### src/rtl/alu_exec_unit.sv
// alu_exec_unit: execute-stage ALU with valid/ready handshake on both sides.
// Define ALU_FAST_SHIFT_EN for a single-cycle barrel shifter instead of the 1-bit/cycle iterative shifter.
module alu_exec_unit #(
  parameter int WIDTH = 32
) (
  input  logic             clk,
  input  logic             rst_n,
  input  logic             in_valid,
  output logic             in_ready,
  input  logic [3:0]       Operation,
  input  logic [WIDTH-1:0] SrcA,
  input  logic [WIDTH-1:0] SrcB,
  output logic             out_valid,
  input  logic             out_ready,
  output logic [WIDTH-1:0] ALUResult,
  output logic             Zero,
  output logic             Illegal
);
  localparam int SHAMT_W = $clog2(WIDTH);
  localparam logic [3:0] OP_SLL = 4'b1001, OP_SRL = 4'b1100, OP_SRA = 4'b0111;
`ifdef ALU_FAST_SHIFT_EN
  typedef enum logic [1:0] {IDLE, DONE} state_t;
`else
  typedef enum logic [1:0] {IDLE, SHIFT, DONE} state_t;
`endif
  state_t state, nxt;
  logic [SHAMT_W-1:0] shamt;
  logic [WIDTH-1:0] res, fin;
  logic ill, fin_ill, accept, load;
  assign shamt = SrcB[SHAMT_W-1:0];
  assign in_ready = state == IDLE;
  assign out_valid = state == DONE;
  assign accept = in_valid && in_ready;
  always_comb begin
    res = '0;
    ill = 1'b0;
    case (Operation)
      4'b0000: res = SrcA & SrcB;
      4'b0001: res = SrcA ^ SrcB;
      4'b0011: res = SrcA | SrcB;
      4'b0010: res = SrcA + SrcB;
      4'b0110: res = SrcA - SrcB;
`ifdef ALU_FAST_SHIFT_EN
      OP_SLL: res = SrcA << shamt;
      OP_SRL: res = SrcA >> shamt;
      OP_SRA: res = $signed(SrcA) >>> shamt;
`else
      // iterative build only completes a shift here when shamt is zero
      OP_SLL, OP_SRL, OP_SRA: res = SrcA;
`endif
      4'b1110: res = WIDTH'($signed(SrcA) < $signed(SrcB));
      4'b1111: res = WIDTH'(SrcA < SrcB);
      4'b1000: res = WIDTH'(SrcA == SrcB);
      4'b1010: res = SrcB;
      default: ill = 1'b1;
    endcase
  end
`ifdef ALU_FAST_SHIFT_EN
  assign load = accept;
  assign fin = res;
  assign fin_ill = ill;
`else
  logic [SHAMT_W-1:0] cnt;
  logic [WIDTH-1:0] shreg, shn;
  logic [3:0] sop;
  logic is_shift, last;
  assign is_shift = Operation == OP_SLL || Operation == OP_SRL || Operation == OP_SRA;
  assign last = state == SHIFT && cnt == SHAMT_W'(1);
  assign shn = sop == OP_SLL ? {shreg[WIDTH-2:0], 1'b0} : {sop == OP_SRA && shreg[WIDTH-1], shreg[WIDTH-1:1]};
  assign load = (accept && nxt == DONE) || last;
  assign fin = state == SHIFT ? shn : res;
  assign fin_ill = state == SHIFT ? 1'b0 : ill;
  always_ff @(posedge clk or negedge rst_n)
    if (!rst_n) begin
      cnt <= '0;
      shreg <= '0;
      sop <= '0;
    end else if (accept) begin
      cnt <= shamt;
      shreg <= SrcA;
      sop <= Operation;
    end else if (state == SHIFT) begin
      cnt <= cnt - SHAMT_W'(1);
      shreg <= shn;
    end
`endif
  always_comb begin
    nxt = state;
    case (state)
`ifdef ALU_FAST_SHIFT_EN
      IDLE: nxt = in_valid ? DONE : IDLE;
`else
      IDLE: nxt = !in_valid ? IDLE : (is_shift && shamt != '0) ? SHIFT : DONE;
      SHIFT: nxt = last ? DONE : SHIFT;
`endif
      DONE: nxt = out_ready ? IDLE : DONE;
      default: nxt = IDLE;
    endcase
  end
  always_ff @(posedge clk or negedge rst_n)
    if (!rst_n) begin
      state <= IDLE;
      ALUResult <= '0;
      Zero <= 1'b0;
      Illegal <= 1'b0;
    end else begin
      state <= nxt;
      if (load) begin
        ALUResult <= fin;
        Zero <= fin == '0;
        Illegal <= fin_ill;
      end
    end
endmodule

### config.mk
export PLATFORM = sky130hd
export DESIGN_NAME = alu_exec_unit
export DESIGN_NICKNAME = d
export VERILOG_FILES = /design/src/rtl/alu_exec_unit.sv
export SDC_FILE = /design/constraint.sdc
export NUM_CORES = 1
export LEC_CHECK = 0
export ABC_AREA = 1
export CAP_MARGIN = 20
export CELL_PAD_IN_SITES_DETAIL_PLACEMENT = 0
export CELL_PAD_IN_SITES_GLOBAL_PLACEMENT = 2
export CORE_MARGIN = 4
export CORE_UTILIZATION = 31
export DETAILED_ROUTE_END_ITERATION = 6
export PLACE_DENSITY_LB_ADDON = 0.1
export SLEW_MARGIN = 30
export SYNTH_ARGS = -nofsm -noshare
export SYNTH_HDL_FRONTEND = slang
export SYNTH_SLANG_ARGS = --single-unit
export TNS_END_PERCENT = 50
### constraint.sdc
create_clock -name clk -period 2.1 [get_ports clk]
set_clock_uncertainty 0.05 [all_clocks]
set_input_delay 0.42 -clock clk [delete_from_list [all_inputs] [get_ports clk]]
set_output_delay 0.42 -clock clk [all_outputs]
set_load 0.005 [all_outputs]
After elaboration in Yosys (flattened, before gate mapping)
Index checks and enable logic that the tools add are counted.
{ "totals": {"input_bits": 72, "reg_bits": 77, "word_cells": 62, "output_inout_bits": 36} }
{ "classes": {"n_mux": 14, "n_reduce_logical": 15, "magnitude_cmp": 2, "n_bitwise": 3, "n_addsub": 3, "n_eq_ne": 18} }
{ "ops": {"columns": ["op", "count"], "rows": [
  ["32-bit one-hot mux with 10 select lines", 1],
  ["32-bit two-way mux", 4],
  ["32-bit < comparator", 2],
  ["32-bit adder", 1],
  ["32-bit bitwise AND", 1],
  ["32-bit equality test", 1],
  ["32-bit zero test", 1],
  ["32-bit OR", 1],
  ["32-bit subtractor", 1],
  ["32-bit bitwise XOR", 1],
  ["4-bit equality test, second input constant", 7],
  ["4-bit by 3-bit equality test with 1-bit output, second input constant", 3],
  ["12-bit OR reduction", 1],
  ["5-bit two-way mux", 2],
  ["4-bit by 2-bit equality test with 1-bit output, second input constant", 2],
  ["2-bit two-way mux", 4],
  ["2-bit one-hot mux with 3 select lines", 1],
  ["5-bit by 1-bit equality test with 1-bit output, second input constant", 1],
  ["1-bit logical AND", 5],
  ["5-bit nonzero test", 1],
  ["5-bit by 1-bit subtractor with 5-bit output, second input constant", 1],
  ["2-bit equality test, second input constant", 2],
  ["4-bit by 1-bit equality test with 1-bit output, second input constant", 1],
  ["4-bit zero test", 1],
  ["other kinds (6)", 9]
]} }

Logic depth before layout (Yosys ltp)
{ "depth": {"depth_word": 10, "ltp_mapped": 23, "depth_no_buf": 23} }

Worst setup path before layout
OpenSTA, ideal clock, no wires.
{ "synth_path": {"path_kind": "input -> register", "from": "in SrcA[0]", "to": "reg Zero", "n_path_buf": 0, "setup_time_ns": 0.066, "required_ns": 1.984, "cell_stages": 19, "arrival_ns": 2.318, "path_slack_ns": -0.333, "cell_sequence": "ha_1 > fa_1 > nand2_1 > nand2_1 > nand3_1 > nand2_1 > nand2_1 > nand2_1 > nand2_1 > nand3_1 > nand3_1 > nand3_1 > a21oi_1 > nand2_1 > nor2_1 > nand2_1 > nor2_1 > nand2_1 > nand2_1"} }
{ "synth_between": {"elab_chain_len": 4, "word_cells_on_any_way": 11, "classes_between": "add/sub (2); order compare (2); eq/ne (1); mux (2); bitwise (3); reduce/logical (1)"} }
{ "synth_lines": {"columns": ["item", "line_no", "text"], "rows": [
  ["start, declared", "11", "input logic [WIDTH-1:0] SrcA,"],
  ["32-bit subtractor (tied with other cells)", "42", "4'b0110: res = SrcA - SrcB;"],
  ["32-bit one-hot mux with 10 select lines (*)", "37", "case (Operation)"],
  ["32-bit two-way mux (*)", "71", "assign fin = state == SHIFT ? shn : res;"],
  ["32-bit zero test (*)", "110", "Zero <= fin == '0;"],
  ["end signal, assigned", "104", "Zero <= 1'b0;"],
  ["end signal, assigned", "110", null],
  ["end, declared", "16", "output logic Zero,"]
]} }
Every way passes the cells marked *; elsewhere a longest branch is shown, timed or not.
A chain may end at the register's enable or synchronous reset.

Worst setup path after layout
{ "layout_path": {"from": "in SrcB[5]", "to": "reg Zero"} }
{ "layout_between": {"elab_chain_len": 4, "word_cells_on_any_way": 11, "classes_between": "add/sub (2); order compare (2); eq/ne (1); mux (2); bitwise (3); reduce/logical (1)"} }
{ "layout_lines": {"columns": ["item", "line_no", "text"], "rows": [
  ["start, declared", "12", "input logic [WIDTH-1:0] SrcB,"],
  ["32-bit subtractor (tied with other cells)", "42", null],
  ["32-bit one-hot mux with 10 select lines (*)", "37", null],
  ["32-bit two-way mux (*)", "71", null],
  ["32-bit zero test (*)", "110", null]
]} }
Marks and branches as above.

==> summary by stage <==
Placement
The number of port buffers is 107. The HPWL reported at the end of detailed placement is 46600 µm. The routability congestion estimate from global placement is 0.968. Before CTS, the worst setup slack after placement is -1.62 ns.

Yosys
The total nets after synthesis is 1978. Dividing the synthesized area by the synthesized cell count gives 5.90 µm². For this run, the number of Yosys warnings is 0. The number of synthesized flops with an enable pin is 0. Synthesis inferred 77 register bits. The number of instances in the synthesized netlist is 1802. The synthesized netlist contains 45 unique library cells.

The sequential area share after synthesis is 18.1%. After synthesis, the share of flip-flops with an asynchronous set or reset is 100%. Summing every instance area after synthesis gives 0.0106 mm². In the synthesized netlist the dominant register cell turns out to be sky130_fd_sc_hd__dfrtp_1.

Drt
In this run the remaining antenna-violating nets after routing total 0. Summing over every cut layer, the via total after detailed routing is 15200. The number of iterations in the first detailed-routing pass is 7. The final routed wire length divided by cell count is 19.7 µm.

For this run, design rule violations remaining after detail routing come to 0. For this block, the routed nets add up to 58500 µm of wire. The detailed router's first-iteration violation count is 1183. In the routed layout, each cell is associated on average with a via count of 5.14.

Critical path
STA classifies the critical path startpoint as an input port. Tracing the worst setup path back leads to its startpoint at SrcB[5]. The endpoint type of the worst setup path is a register.

For the worst setup path, the data required time is 2.32 ns. The data arrival time at the worst-slack endpoint is 2.92 ns. The peak fanout along the critical path is 6. The start of the worst register-to-register path is sop[1]. By startpoint and endpoint, the worst setup path is classified as input port to register.

Floorplan
The standard cell core area is 0.0337 mm². The die covers 0.0373 mm². The floorplan step set the die width to 193 µm. The die is 193 µm tall. The number of primary I/O pins is 108. The starting utilization of the core area is 31.6%. Row generation in the floorplan step produced 67 rows.

Clocking
The clock sink total is 77. The clock tree from TritonCTS is built. The number of H-tree levels is 3. The clock tree buffer depth is 2. The buffer type at the clock tree root is sky130_fd_sc_hd__clkbuf_16. The register clock-pin slew on the reported worst setup and hold paths is 0.06 ns.

Clock latency on the worst-skew pair, taken at its later pin, is 0.34 ns. TritonCTS created 9 clock buffers.

STA
The top achievable clock speed is 371 MHz. The final count of pins violating max slew was 0. The count of endpoints failing hold in the final timing report is 0. The clock period minus worst slack is 2.69 ns. The total negative setup slack is -7.77 ns. The count of final setup violators is 30. After layout, the worst setup slack is -0.594 ns. In this run the tightest slew margin relative to its limit is 61.0%. Setup repair after global routing could not meet its margin everywhere. The worst path uses 128% of the clock period. The slew at the pin with the worst max-slew slack is 0.579 ns.

Power and ir drop
The total design power is 12.5 mW. The static leakage power is 10.1 nW. The worst-case vdd ir drop is 0.000804 V.

Power spread over the standard cell area amounts to 610 mW/mm².

Final layout
The number of fill cells is 3188. Of the cells placed in the final design, the portion with a size suffix greater than 1 is 53.8%. Registers take 0.00193 mm². Compared with the post-synthesis result, the final layout area differs by 93.5%. The multi-input combinational cells in the finished layout cover a total of 0.0102 mm². The net total in the final layout is 2689. The final design utilization is 61.1%.

Hold path
In this run the most critical hold path is launched from SrcA[24]. The type of the worst min-delay path is input port to register.

Job
The total of max-cap violations is 0.

Outcome
The final reports fail on negative setup slack. The run finished, with violations left.

Global routing
The total routing resource utilization after global routing is 29.7%. The number of antenna violations at the first check in global routing is 2. The number of global-route vias before repair is 14900. The pin count of the biggest net entering global routing is 44. The first global-routing pass estimated 87300 µm of wire. The overall overflow remaining after global route is 0.
-- cells by family after synthesis --
family / Yosys count / synth area share (%)
simple gates: 944 / 37.6
fa+ha+maj: 104 / 12.4
buf+inv: 355 / 13.4
xor+xnor: 3 / 0.247
flops: 77 / 18.1
compound gates: 319 / 18.3
-- cells in the mapped netlist, types with 23 or more instances --
master | number | share of area, %
sky130_fd_sc_hd__inv_1 | 276 | 9.7
sky130_fd_sc_hd__a21oi_1 | 104 | 4.9
sky130_fd_sc_hd__nand4_1 | 28 | 1.6
sky130_fd_sc_hd__nand3_1 | 179 | 8.4
sky130_fd_sc_hd__o21ai_0 | 83 | 3.9
sky130_fd_sc_hd__nand2_1 | 512 | 18
sky130_fd_sc_hd__ha_1 | 102 | 12
sky130_fd_sc_hd__o211ai_1 | 25 | 1.8
sky130_fd_sc_hd__nor2_1 | 166 | 5.9
sky130_fd_sc_hd__dfrtp_1 | 77 | 18
sky130_fd_sc_hd__clkbuf_1 | 23 | 0.81
sky130_fd_sc_hd__buf_2 | 34 | 1.6
-- routing by layer --
metal / vias up / global-route usage [%] / wire (µm)
li1: 7343 / - / -
met1: 7255 / 44.6 / 27500
met2: 575 / 47.3 / 25800
met3: 76 / 2.64 / 4230
met4: 0 / 4.72 / 1040
met5: - / 0 / 0
-- power by group --
part	switching (mW)	internal, mW	total (mW)
sequential	0.392	2.21	2.60
combinational	4.25	3.98	8.23
clock	0.614	1.11	1.72
total	5.25	7.30	12.5
-- cell usage in the layout, fill, tap and decap left out, drive strengths merged, types with 22 or more instances in the layout --
cell type	n
a21oi	112
buf	701
clkbuf	22
clkdlybuf4s50	40
dfrtp	77
ha	102
inv	284
nand2	519
nand3	182
nand4	28
nor2	174
o211ai	25
o21ai	86
-- metrics by stage --
step / instances / area (µm²) / hold slack, ns
after floorplan: 1802 / 10800 / 0.0744
after global placement: 2825 / 16200 / 0.247
after detailed placement: 2825 / 16200 / 0.247
after CTS: 2952 / 19400 / 0.432
after global routing: 2966 / 20600 / 0.418
final: 2967 / 20600 / 0.423
-- area by class of cell --
| type | count | share of cell area (%) |
|---|---|---|
| multi-input combinational | 1372 | 49.5 |
| timing repair buffer | 768 | 31.4 |
| sequential | 77 | 9.36 |
| inverter | 285 | 5.49 |
| tap | 448 | 2.72 |
| clock buffer | 13 | 1.26 |
| clock inverter | 3 | 0.328 |
| antenna | 1 | 0.0122 |
-- critical path: stages --
cell and delay (ns):
sky130_fd_sc_hd__clkdlybuf4s15_2 0.19, sky130_fd_sc_hd__inv_2 0.07, sky130_fd_sc_hd__ha_4 0.21, sky130_fd_sc_hd__buf_12 0.15, sky130_fd_sc_hd__clkinv_8 0.05, sky130_fd_sc_hd__nand2_4 0.05
sky130_fd_sc_hd__buf_6 0.11, sky130_fd_sc_hd__nor2_4 0.09, sky130_fd_sc_hd__nand4_1 0.17, sky130_fd_sc_hd__nand3_2 0.15, sky130_fd_sc_hd__buf_6 0.10, sky130_fd_sc_hd__buf_4 0.08
sky130_fd_sc_hd__nand2_1 0.04, sky130_fd_sc_hd__nand3_1 0.07, sky130_fd_sc_hd__nand3b_1 0.13, sky130_fd_sc_hd__a21oi_2 0.25, sky130_fd_sc_hd__nand3_2 0.14, sky130_fd_sc_hd__nor2_4 0.15
sky130_fd_sc_hd__nand3_2 0.08, sky130_fd_sc_hd__nor2_1 0.09, sky130_fd_sc_hd__nand2_1 0.06, sky130_fd_sc_hd__nand2_1 0.05
-- timing repair --
item                                    CTS  global route
hold buffers                              1             0
hold endpoints to repair                 14             0
resized for setup                       790           333
buffers inserted                        109            26
endpoints found under the setup margin   34            35
gates cloned                              2             0
pin swaps                               220           214
-- flip-flops by register name, indices dropped and copies added (netlist names) --
register   count
state          2
Illegal        1
sop            4
shreg         32
Zero           1
cnt            5
ALUResult     32
-- worst paths after layout --
path | end | slack, ns | cells after the start
max | Zero | -0.59 | 22
min | shreg[24] | 0.42 | 3
max reg2reg | Zero | -0.17 | 12
min reg2reg | ALUResult[24] | 0.43 | 2
max in group asynchronous | shreg[14] | 1.02 | 3
min in group asynchronous | state[1] | 0.44 | 2
Note: power is estimated with default switching activity, not from simulation.
